--- config.mk ---
export PLATFORM = sky130hd
export DESIGN_NAME = dark_frame_judge_flat
export DESIGN_NICKNAME = d
export VERILOG_FILES = /design/src/rtl/dark_frame_judge_if.sv /design/src/rtl/dark_frame_judge.sv /design/src/flat_wrapper.sv
export SDC_FILE = /design/constraint.sdc
export NUM_CORES = 1
export LEC_CHECK = 0
export BUFFER_PORTS_ARGS = -buffer_cell sky130_fd_sc_hd__buf_2
export CAP_MARGIN = 20
export CORE_UTILIZATION = 59
export DETAILED_ROUTE_END_ITERATION = 8
export PLACE_DENSITY = 0.85
export SKIP_CTS_REPAIR_TIMING = 1
export SLEW_MARGIN = 20
export SYNTH_ARGS = -nofsm -noshare
export SYNTH_HDL_FRONTEND = slang
export SYNTH_SLANG_ARGS = --single-unit
--- constraint.sdc ---
create_clock -name iCLK -period 4.7 [get_ports iCLK]
set_input_delay 1.175 -clock iCLK [delete_from_list [all_inputs] [get_ports iCLK]]
set_output_delay 1.175 -clock iCLK [all_outputs]
set_load 0.01 [all_outputs]
--- src/rtl/dark_frame_judge_if.sv ---
// Pixel/count stream from the dark-pixel counter stage plus the per-frame judgement results.
interface dark_frame_judge_if;
  logic        iDVAL;
  logic [15:0] iDarkCounter;
  logic [15:0] iTHRESH_ON;
  logic [15:0] iTHRESH_OFF;
  logic [15:0] oFrameCount;
  logic        oFrameValid;
  logic        oDark;
  logic [15:0] oFrameNum;

  modport master (
    output iDVAL, iDarkCounter, iTHRESH_ON, iTHRESH_OFF,
    input  oFrameCount, oFrameValid, oDark, oFrameNum
  );

  modport slave (
    input  iDVAL, iDarkCounter, iTHRESH_ON, iTHRESH_OFF,
    output oFrameCount, oFrameValid, oDark, oFrameNum
  );
endinterface

--- src/rtl/dark_frame_judge.sv ---
// Captures the final dark count of each frame and makes a debounced, hysteretic
// dark/light decision from it, evaluated once per completed frame.
module dark_frame_judge #(
  parameter int H_ACTIVE = 640,
  parameter int V_ACTIVE = 480,
  parameter int CONFIRM  = 3
) (
  input logic               iCLK,
  input logic               iRST,
  dark_frame_judge_if.slave bus
);

  localparam int XW = (H_ACTIVE > 1) ? $clog2(H_ACTIVE) : 1;
  localparam int YW = (V_ACTIVE > 1) ? $clog2(V_ACTIVE) : 1;
  localparam logic [XW-1:0] X_LAST    = XW'(H_ACTIVE - 1);
  localparam logic [YW-1:0] Y_LAST    = YW'(V_ACTIVE - 1);
  localparam logic [3:0]    CONFIRM_Q = 4'(CONFIRM);

  localparam logic [1:0] LIGHT      = 2'd0;
  localparam logic [1:0] PEND_DARK  = 2'd1;
  localparam logic [1:0] DARK       = 2'd2;
  localparam logic [1:0] PEND_LIGHT = 2'd3;

  logic [XW-1:0] x_r;
  logic [YW-1:0] y_r;
  logic [15:0]   last_cnt_r;
  logic [1:0]    state_r;
  logic [3:0]    q_r;
  logic [15:0]   frame_cnt_r;
  logic          frame_valid_r;
  logic          dark_r;
  logic [15:0]   frame_num_r;

  logic          final_s;
  logic          qualify_s;
  logic [3:0]    q_inc_s;
  logic [1:0]    state_nxt_s;
  logic [3:0]    q_nxt_s;

  assign final_s = bus.iDVAL && (x_r == X_LAST) && (y_r == Y_LAST);
  assign q_inc_s = q_r + 4'd1;

  // Qualification and next-state for the once-per-frame decision; last_cnt_r is the count being captured.
  always_comb begin
    state_nxt_s = state_r;
    q_nxt_s     = q_r;
    if ((state_r == LIGHT) || (state_r == PEND_DARK)) begin
      qualify_s = (last_cnt_r >= bus.iTHRESH_ON);
    end else begin
      qualify_s = (last_cnt_r <= bus.iTHRESH_OFF);
    end
    case (state_r)
      LIGHT, DARK: begin
        if (qualify_s) begin
          if (CONFIRM_Q == 4'd1) begin
            state_nxt_s = (state_r == LIGHT) ? DARK : LIGHT;
            q_nxt_s     = 4'd0;
          end else begin
            state_nxt_s = (state_r == LIGHT) ? PEND_DARK : PEND_LIGHT;
            q_nxt_s     = 4'd1;
          end
        end else begin
          q_nxt_s = 4'd0;
        end
      end
      PEND_DARK, PEND_LIGHT: begin
        if (!qualify_s) begin
          state_nxt_s = (state_r == PEND_DARK) ? LIGHT : DARK;
          q_nxt_s     = 4'd0;
        end else if (q_inc_s == CONFIRM_Q) begin
          state_nxt_s = (state_r == PEND_DARK) ? DARK : LIGHT;
          q_nxt_s     = 4'd0;
        end else begin
          q_nxt_s = q_inc_s;
        end
      end
      default: begin
        state_nxt_s = LIGHT;
        q_nxt_s     = 4'd0;
      end
    endcase
  end

  // Raster position tracking; only valid cycles advance it.
  always_ff @(posedge iCLK or negedge iRST) begin
    if (!iRST) begin
      x_r <= '0;
      y_r <= '0;
    end else if (bus.iDVAL) begin
      if (x_r == X_LAST) begin
        x_r <= '0;
        y_r <= (y_r == Y_LAST) ? '0 : y_r + YW'(1);
      end else begin
        x_r <= x_r + XW'(1);
      end
    end else begin
      x_r <= x_r;
      y_r <= y_r;
    end
  end

  // Count capture and decision update. Upstream already cleared its count on
  // the final pixel, so the frame result is the value held from the pixel before.
  always_ff @(posedge iCLK or negedge iRST) begin
    if (!iRST) begin
      last_cnt_r    <= 16'd0;
      frame_cnt_r   <= 16'd0;
      frame_valid_r <= 1'b0;
      frame_num_r   <= 16'd0;
      state_r       <= LIGHT;
      q_r           <= 4'd0;
      dark_r        <= 1'b0;
    end else begin
      frame_valid_r <= final_s;
      if (final_s) begin
        last_cnt_r  <= 16'd0;
        frame_cnt_r <= last_cnt_r;
        frame_num_r <= frame_num_r + 16'd1;
        state_r     <= state_nxt_s;
        q_r         <= q_nxt_s;
        dark_r      <= (state_nxt_s == DARK) || (state_nxt_s == PEND_LIGHT);
      end else if (bus.iDVAL) begin
        last_cnt_r <= bus.iDarkCounter;
      end else begin
        last_cnt_r <= last_cnt_r;
      end
    end
  end

  assign bus.oFrameCount = frame_cnt_r;
  assign bus.oFrameValid = frame_valid_r;
  assign bus.oDark       = dark_r;
  assign bus.oFrameNum   = frame_num_r;

endmodule

--- src/flat_wrapper.sv ---
// flat-port wrapper written by rule: the top's interface ports become plain ports
module dark_frame_judge_flat 
#(
  parameter int H_ACTIVE = 640,
  parameter int V_ACTIVE = 480,
  parameter int CONFIRM  = 3
)
  (iCLK, iRST, bus_iDVAL, bus_iDarkCounter, bus_iTHRESH_ON, bus_iTHRESH_OFF, bus_oFrameCount, bus_oFrameValid, bus_oDark, bus_oFrameNum);
  dark_frame_judge_if bus_i ();
  input logic iCLK;
  input logic iRST;
  input wire logic [$bits(bus_i.iDVAL)-1:0] bus_iDVAL;
  input wire logic [$bits(bus_i.iDarkCounter)-1:0] bus_iDarkCounter;
  input wire logic [$bits(bus_i.iTHRESH_ON)-1:0] bus_iTHRESH_ON;
  input wire logic [$bits(bus_i.iTHRESH_OFF)-1:0] bus_iTHRESH_OFF;
  output wire logic [$bits(bus_i.oFrameCount)-1:0] bus_oFrameCount;
  output wire logic [$bits(bus_i.oFrameValid)-1:0] bus_oFrameValid;
  output wire logic [$bits(bus_i.oDark)-1:0] bus_oDark;
  output wire logic [$bits(bus_i.oFrameNum)-1:0] bus_oFrameNum;
  assign bus_i.iDVAL = bus_iDVAL;
  assign bus_i.iDarkCounter = bus_iDarkCounter;
  assign bus_i.iTHRESH_ON = bus_iTHRESH_ON;
  assign bus_i.iTHRESH_OFF = bus_iTHRESH_OFF;
  assign bus_oFrameCount = bus_i.oFrameCount;
  assign bus_oFrameValid = bus_i.oFrameValid;
  assign bus_oDark = bus_i.oDark;
  assign bus_oFrameNum = bus_i.oFrameNum;
  dark_frame_judge #(.H_ACTIVE(H_ACTIVE), .V_ACTIVE(V_ACTIVE), .CONFIRM(CONFIRM)) u_core (.iCLK(iCLK), .iRST(iRST), .bus(bus_i));
endmodule
Word-level counts from Yosys, hierarchy flattened
Cells that the tools add are included.
Storage, ports and cells
  flip-flop bits (word level): 75
  output and inout bits: 34
  bits of input ports: 51
Operators by class
  $add $sub $neg: 4
  eq/ne operators: 8
  mux-type cells: 16
  reduce and logical (&&, ||, !) cells: 9
  $lt $le $gt $ge: 2
Operator list (number)
  16-bit 2-to-1 mux: 2
  16-bit by 1-bit adder with 16-bit output (second input constant): 1
  16-bit greater-or-equal comparator: 1
  16-bit <= comparator: 1
  2-bit 2-to-1 mux: 6
  10-bit by 1-bit adder with 10-bit output (second input constant): 1
  10-bit equality test (second input constant): 1
  10-bit 2-to-1 mux: 1
  9-bit by 1-bit adder with 9-bit output (second input constant): 1
  9-bit equality test (second input constant): 1
  9-bit 2-to-1 mux: 1
  2-bit equality test (second input constant): 4
  4-bit 2-to-1 mux: 2
  4-bit case mux with 2 select lines: 1
  4-bit by 1-bit adder with 4-bit output (second input constant): 1
  4-bit by 2-bit equality test with 1-bit output (second input constant): 1
  2-bit case mux with 2 select lines: 1
  2-bit OR reduction: 2
  2-bit by 1-bit equality test with 1-bit output (second input constant): 1
  1-bit logical AND: 2
  2-bit logical NOT: 1
  1-bit logical OR: 2
  1-bit 2-to-1 mux: 2
  2-bit AND reduction: 1
  2-bit nonzero test: 1

Depth between registers and ports, before layout
Gate-level depths: netlist (run 1).
  depth after elaboration: 7
  depth in mapped cells: 9

Worst setup path after synthesis (run 1)
OpenSTA, ideal clock, no wires.
  kind: input to register
  start: input port bus_iTHRESH_OFF[11]
  end: register u_core.q_r[1]
  cell stages on the path: 8
  setup slack: 1.866 ns
  data arrival time: 2.724 ns
  buffers on the path: 0
  setup time: 0.110 ns
  data required time: 4.590 ns
  path through: inv_1 > ha_1 > nand4_1 > or4_1 > o21ai_0 > a31o_2 > nand3_1 > o41ai_1
Between the ends
  cells in the longest elaborated chain, start to end: 4
RTL lines
  start, declared: RTL line flat_wrapper.sv:15  | input wire logic [$bits(bus_i.iTHRESH_OFF)-1:0] bus_iTHRESH_OFF;
  16-bit <= comparator: RTL line dark_frame_judge.sv:50  | qualify_s = (last_cnt_r <= bus.iTHRESH_OFF);
  1-bit 2-to-1 mux: RTL line dark_frame_judge.sv:47  | if ((state_r == LIGHT) || (state_r == PEND_DARK)) begin
  4-bit 2-to-1 mux: RTL line dark_frame_judge.sv:67  | if (!qualify_s) begin
  4-bit case mux with 2 select lines: RTL line dark_frame_judge.sv:52  | case (state_r)
  end signal, assigned: RTL line dark_frame_judge.sv:120  | q_r <= q_nxt_s;
  end, declared: RTL line dark_frame_judge.sv:28  | logic [3:0] q_r;
No other way between the ends.
A chain may end at the register's enable or synchronous reset.

Worst setup path in the final report (run 1)
  start: input port bus_iDVAL
  end: register u_core.frame_num_r[15], in the netlist u_core.bus.oFrameNum[15]
Between the ends
  cells in the longest elaborated chain, start to end: 2
RTL lines
  start, declared: RTL line flat_wrapper.sv:12  | input wire logic [$bits(bus_i.iDVAL)-1:0] bus_iDVAL;
  1-bit logical AND (2 in a row): RTL line dark_frame_judge.sv:40  | assign final_s = bus.iDVAL && (x_r == X_LAST) && (y_r == Y_LAST);
  end signal, assigned: RTL line dark_frame_judge.sv:118  | frame_num_r <= frame_num_r + 16'd1;
  end, declared: RTL line dark_frame_judge.sv:32  | logic [15:0] frame_num_r;
No other way between the ends.

==> flow_summary_export.csv, run 1 <==
group,metric,value,unit
run_status,status,"finished, violations left",
run_status,violations,"DRC",
timing,hold_viol,0,
global_route,grt.overflow.total,0,
synthesis,netlist_instances,428,
synthesis,synth_top_area_share,46.8,%
timing,worst_slew_margin_rel,58.1,%
timing,rsz0062_at_grt,"no",
synthesis,ys.flop_type,"dfrtp_1",
synthesis,yosysTopAreaCell,"dfrtp_1",
routing,drc,10,
timing,timing.final.crit_share,71.0,%
global_route,grt_use_total,23.9,%
timing,finalSetupViolCount,0,
critical_path,rrSetupSlack,2.01,ns
synthesis,syn_avg_cell_area,9.36,sq um
global_route,grt_max_degree,66,
clock_network,clockBufferDepth,2,
pwr,totalPowerFinal,1.33,mW
routing,drt_iter0_drc,117,
timing,post-route-min-period,3.34,ns
critical_path,crit_required,4.92,ns
pwr,ir_drop,0.222,mV
pwr,p_leak,2.51,nW
routing,wire_per_inst,13.4,microns
clock_network,clk_pin_slew,0.07,ns
pwr,p_seq_share,54.6,%
critical_path,crit_path_end,"u_core.bus.oFrameNum[15]",
routing,routed_via_density,5.47,
flow_run,cap_violations,0,
synthesis,synth_seq_cells,75,
floorplanning,die_w,84.4,microns
floorplanning,die_height,84.4,microns
floorplanning,core_area,6460,sq um
synthesis,yosysWarnings,0,
synthesis,yosys-top-cells-area,"dfrtp_1 (47%), ha_1 (12%), o21ai_0 (5.7%)",
pwr,sw_frac_of_total,27.0,%
critical_path,path_cells,"buf_2, buf_4, nand3_1, nor3b_4, nand2_2, buf_4, nor3_1, or3b_1, xnor2_1",
critical_path,critPathMaxFanout,65,
place,gp_congestion,0.813,
critical_path,crit_path_top_delay_cell,"nor3_1",
critical_path,reg2reg_to,"u_core.bus.oFrameNum[15]",
clock_network,cts_sinks,75,
critical_path,r2r-start,"u_core.x_r[8]",
pwr,intPower,972,uW
pwr,clockPowerShare,31.4,%
pwr,p_switching,360,uW
worst_hold_path,hp-class,"flip-flop to flip-flop",
place,hpwl,5.92,mm
synthesis,synth_edf_count,0,
place,port_buffers,84,
critical_path,path_buf_inv,3,
cells_and_area,diodes,0,
pwr,power.density,286,nW/um^2
floorplanning,start_util,62.0,%
synthesis,synth.most_common_cell,"dfrtp_1",
critical_path,cp_top_family,"simple AND/OR/NAND/NOR gates",
critical_path,cp_common_cell,"buf_4",
critical_path,worstSetupPathDepth,9,
timing,skew,0.00575,ns
routing,drtPass1Iterations,6,
synthesis,synthesis.area,4010,sq um
critical_path,worstSetupStartpointType,"input pin",
timing,slew_violations,0,
pwr,comb_power_share,14.0,%
synthesis,async_flop_share,100,%
critical_path,critical-path-max-stage-delay,0.45,ns
cells_and_area,drive_gt1_share,20.7,%
timing,fmax,300,MHz
critical_path,criticalPathCategory,"input pin to flip-flop",
floorplanning,num_rows,29,
clock_network,cts_tree,"done",
critical_path,cp.arrival,3.56,ns
routing,wirelength,7.94,mm
critical_path,crit_path_end_kind,"flip-flop",
cells_and_area,area.growth.synth_to_final,16.2,%
floorplanning,io_pins,85,
timing,tightest_slew,0.629,ns
global_route,grt_pass1_wl,13.4,mm
routing,ant_nets,0,
critical_path,crit_path_start,"bus_iDVAL",
synthesis,yosysSeqAreaShare,46.8,%
global_route,grt_pass1_vias,3065,
clock_network,cts-buffers-inserted,9,
clock_network,clk_latency,0.34,ns
cells_and_area,final_nets,601,
critical_path,reg2reg_depth,7,
clock_network,ctsRootBufferMaster,"clkbuf_8",
floorplanning,fp.dieArea,7120,sq um
clock_network,cts.htree.levels,3,
timing,setup_tns,0,ns
synthesis,synth_cell_types,42,
global_route,antenna_found_initial,0,
synthesis,yosys-top-cells-count,"dfrtp_1 (75), nand2_1 (55), inv_1 (52), o21ai_0 (46), ha_1 (37)",
routing,dr_total_vias,3252,
synthesis,syn_nets,516,
==> stage by stage <==
step                      instances  cell area (sq um)  hold slack, ns  setup WS [ns]  util (%)
final                           594               4660           0.467           1.36      72.1
after global routing            594               4660           0.480           1.24      72.1
after CTS                       594               4660           0.474           1.38      72.1
after detailed placement        579               4500           0.462           1.02      69.6
after global placement          579               4500           0.458           1.16      69.6
after floorplan                 428               4010           0.458           1.87         -
==> cell families (layout without fill, tap and decap cells) <==
| group | count (synthesis) | count (layout) | synth area share (%) |
|---|---|---|---|
| xor+xnor | 28 | 28 | 6.12 |
| flops | 75 | 75 | 46.8 |
| simple gates | 141 | 141 | 17.4 |
| fa+ha+maj | 37 | 37 | 11.6 |
| mux | 3 | 3 | 0.781 |
| compound gates | 79 | 79 | 11.1 |
| buf+inv | 65 | 154 | 6.15 |
==> power groups by stage <==
stage / clock, mW / combinational, mW / sequential [mW]
2_1_floorplan: 0 / 0.125 / 0.728
3_3_place_gp: 0 / 0.175 / 0.737
3_5_place_dp: 0 / 0.187 / 0.739
4_1_cts: 0.427 / 0.188 / 0.728
5_1_grt: 0.452 / 0.217 / 0.734
6_report: 0.418 / 0.186 / 0.728
==> worst min path at each step <==
stage	start	endpoint	slack, ns	cells after the start
CTS	u_core.bus.oFrameNum[15]	u_core.bus.oFrameNum[15]	0.47	1
global route	u_core.bus.oFrameNum[15]	u_core.bus.oFrameNum[15]	0.48	1
finish	u_core.bus.oFrameNum[15]	u_core.bus.oFrameNum[15]	0.47	1
detailed placement	u_core.bus.oFrameNum[15]	u_core.bus.oFrameNum[15]	0.46	1
global placement	u_core.bus.oFrameNum[15]	u_core.bus.oFrameNum[15]	0.46	1
floorplan	u_core.y_r[2]	u_core.y_r[2]	0.46	1
==> flip-flops by register name (all words and copies together), names as in the netlist <==
name	cells
u_core.bus.oDark	1
u_core.bus.oFrameCount	16
u_core.bus.oFrameNum	16
u_core.bus.oFrameValid	1
u_core.last_cnt_r	16
u_core.q_r	4
u_core.state_r	2
u_core.x_r	10
u_core.y_r	9
==> cell usage in the layout, fill, tap and decap left out, types with 2 or more instances in the layout <==
cell type,instances
and4_1,2
inv_1,52
nand2_1,54
dfrtp_1,75
mux2i_1,2
nor2b_1,4
xor2_1,8
buf_2,84
nor2_1,16
a21oi_1,14
a21o_1,3
and3_1,3
clkbuf_8,10
xnor2_1,20
buf_4,3
o211ai_1,2
clkinv_2,3
nor3_1,5
nand2b_1,2
ha_1,37
o21ai_0,46
clkbuf_1,2
nand3_1,29
a31oi_1,5
nand4_1,16
==> routing by layer <==
metal | share of wire, % | up-vias | global-route usage (%) | wire (microns)
met2 | 50 | 59 | 41.4 | 3970
li1 | - | 1637 | - | -
met4 | 1.5 | 0 | 9.09 | 123
met1 | 45 | 1542 | 30.0 | 3560
met5 | 0 | - | 0 | 0
met3 | 3.7 | 14 | 4.52 | 290
==> cell type report <==
type | count | area (sq um)
sequential | 75 | 1880
clock buffer | 12 | 145
multi-input combinational | 288 | 1890
fill | 514 | 1800
inverter | 52 | 195
clock inverter | 3 | 15.0
timing repair buffer | 87 | 443
tap | 77 | 96.3
Note: power is estimated with default switching activity, not from simulation.
==> inputs of run 2 (changes only) <==
--- a/config.mk
+++ b/config.mk
@@ -7,9 +7,9 @@
 export LEC_CHECK = 0
 export BUFFER_PORTS_ARGS = -buffer_cell sky130_fd_sc_hd__buf_2
 export CAP_MARGIN = 20
-export CORE_UTILIZATION = 59
+export CORE_UTILIZATION = 55
 export DETAILED_ROUTE_END_ITERATION = 8
-export PLACE_DENSITY = 0.85
+export PLACE_DENSITY = 0.8
 export SKIP_CTS_REPAIR_TIMING = 1
 export SLEW_MARGIN = 20
 export SYNTH_ARGS = -nofsm -noshare
==> constraint.sdc (replaced) <==
create_clock -name iCLK -period 3.4 [get_ports iCLK]
set_input_delay 0.85 -clock iCLK [delete_from_list [all_inputs] [get_ports iCLK]]
set_output_delay 0.85 -clock iCLK [all_outputs]
set_load 0.01 [all_outputs]
==> run 2 against run 1 <==
The flow now finishes without violations. Total power is 53% higher. Global-route usage is 0.20 points lower. Worst setup slack worse by 0.56 ns. Via count is 0.46% lower. Sequential share of layout area is 0.70 points lower. Final cell count is 3.2% higher. Clock power is 84% higher. Design area is 1.8% higher. Critical endpoint is now u_core.q_r[1].
==> flow_summary_export.csv, run 2 (synthesis results as in run 1) <==
group,metric,value,unit
timing,hold_viol,0,
routing,wire_per_inst,13.5,microns
routing,ant_nets,0,
floorplanning,die_height,87.3,microns
floorplanning,num_rows,30,
global_route,grt.overflow.total,0,
pwr,comb_power_share,12.8,%
pwr,clockPowerShare,37.8,%
global_route,grt_max_degree,76,
pwr,intPower,1.48,mW
timing,tightest_slew,0.922,ns
routing,drt_iter0_drc,139,
critical_path,path_buf_inv,2,
cells_and_area,diodes,0,
routing,dr_total_vias,3237,
pwr,sw_frac_of_total,27.2,%
critical_path,critical-path-max-stage-delay,0.53,ns
clock_network,clockBufferDepth,2,
global_route,grt_pass1_wl,13.8,mm
global_route,antenna_found_initial,0,
floorplanning,io_pins,85,
timing,rsz0062_at_grt,"no",
global_route,grt_pass1_vias,3229,
critical_path,critPathMaxFanout,3,
pwr,power.density,430,nW/um^2
global_route,grt_use_total,23.7,%
critical_path,cp_top_family,"simple AND/OR/NAND/NOR gates",
cells_and_area,drive_gt1_share,21.1,%
timing,hold_slack,0.477,ns
pwr,p_leak,2.53,nW
pwr,ir_drop,0.283,mV
clock_network,cts-buffers-inserted,9,
place,port_buffers,84,
floorplanning,core_area,6910,sq um
floorplanning,die_w,87.3,microns
timing,fmax,386,MHz
cells_and_area,fin_area,4740,sq um
routing,drtPass1Iterations,4,
clock_network,cts.htree.levels,3,
timing,timing.final.crit_share,76.2,%
critical_path,cp.arrival,2.83,ns
timing,skew,0.0103,ns
timing,slew_violations,0,
timing,setup_tns,0,ns
critical_path,path_cells,"buf_2, inv_1, ha_1, nand4_1, or4_1, o21ai_0, a31o_2, nand3_1, o41ai_1",
cells_and_area,area.growth.synth_to_final,18.3,%
routing,wirelength,8.27,mm
routing,drc,0,
pwr,p_switching,555,uW
place,placed_cell_area,4520,sq um
critical_path,crit_path_top_delay_cell,"or4_1",
routing,routed_via_density,5.28,
cells_and_area,final_common_cell,"buf_2",
flow_run,cap_violations,0,
cells_and_area,final_nets,600,
floorplanning,start_util,58.0,%
floorplanning,fp.dieArea,7630,sq um
worst_hold_path,hp-class,"flip-flop to flip-flop",
place,hpwl,6.04,mm
clock_network,cts_sinks,75,
clock_network,clk_pin_slew,0.08,ns
cells_and_area,fin_util,68.6,%
cells_and_area,final_cell_mix,"buf_2 (83), dfrtp_1 (75), nand2_1 (54), inv_1 (52), o21ai_0 (46)",
clock_network,clk_latency,0.35,ns
critical_path,criticalPathCategory,"input pin to flip-flop",
timing,post-route-min-period,2.59,ns
timing,worst_slew_margin_rel,38.5,%
pwr,p_seq_share,49.4,%
critical_path,crit_path_end_kind,"flip-flop",
clock_network,cts_tree,"done",
critical_path,worstSetupStartpointType,"input pin",
critical_path,crit_required,3.64,ns
place,gp_congestion,0.868,
clock_network,ctsRootBufferMaster,"clkbuf_8",
timing,finalSetupViolCount,0,
run_status,status,"completed",
## run 2: cell count changes in the layout (fill, tap and decap cells not counted), moves of 2 or more
cell,previous run,this run
clkinv_2,3,1
clkbuf_1,2,0
inv_6,0,2
clkinv_4,0,2
bufinv_16,0,2
## run 2: cell type report
type | instances | area [sq um]
clock buffer | 9 | 124
multi-input combinational | 288 | 1890
tap | 96 | 120
fill | 569 | 2170
clock inverter | 7 | 100
sequential | 75 | 1880
timing repair buffer | 86 | 438
inverter | 52 | 195
## run 2: metrics by stage
step / std cells / total power [mW] / setup slack (ns)
after detailed placement: 597 / 1.29 / 0.556
after global routing: 613 / 2.15 / 0.673
after floorplan: 428 / 1.18 / 0.891
after global placement: 597 / 1.27 / 0.658
final: 613 / 2.04 / 0.808
after CTS: 613 / 2.06 / 0.863
## run 2: worst paths after layout
kind,slack [ns],from,depth (start not counted),end
max in group asynchronous,2.17,iRST,1,u_core.x_r[4]
worst min-delay path,0.48,u_core.bus.oFrameCount[11],2,u_core.bus.oFrameCount[11]
worst max-delay path,0.81,bus_iTHRESH_OFF[11],9,u_core.q_r[1]
worst max register to register,0.91,u_core.x_r[0],8,u_core.bus.oFrameNum[3]
worst min register to register,0.48,u_core.bus.oFrameCount[11],2,u_core.bus.oFrameCount[11]
min in group asynchronous,0.61,iRST,1,u_core.bus.oFrameNum[10]
## run 2: metal layers
metal  up-vias  track usage [%]  share of wire [%]  wire length [microns]
met2        57             43.1                 52                   4280
li1       1630                -                  -                      -
met3        18             4.55                3.4                    282
met5         -                0                  0                      0
met1      1532             26.8                 43                   3530
met4         0             10.6                2.2                    178
## run 2: worst register-to-register path, cell delays in order (launching register included)
cell and delay (ns):
dfrtp_1 0.40, ha_1 0.23, nand3_1 0.17, nor3b_4 0.40, nand2_2 0.20, buf_4 0.37
inv_1 0.32, nand4_1 0.15, xnor2_1 0.15
## run 2: power groups by stage
| stage | logic [mW] | registers (mW) | clock network (mW) |
|---|---|---|---|
| 2_1_floorplan | 0.172 | 1.01 | 0 |
| 3_3_place_gp | 0.245 | 1.02 | 0 |
| 3_5_place_dp | 0.262 | 1.02 | 0 |
| 4_1_cts | 0.263 | 1.01 | 0.788 |
| 5_1_grt | 0.305 | 1.02 | 0.824 |
| 6_report | 0.260 | 1.01 | 0.770 |
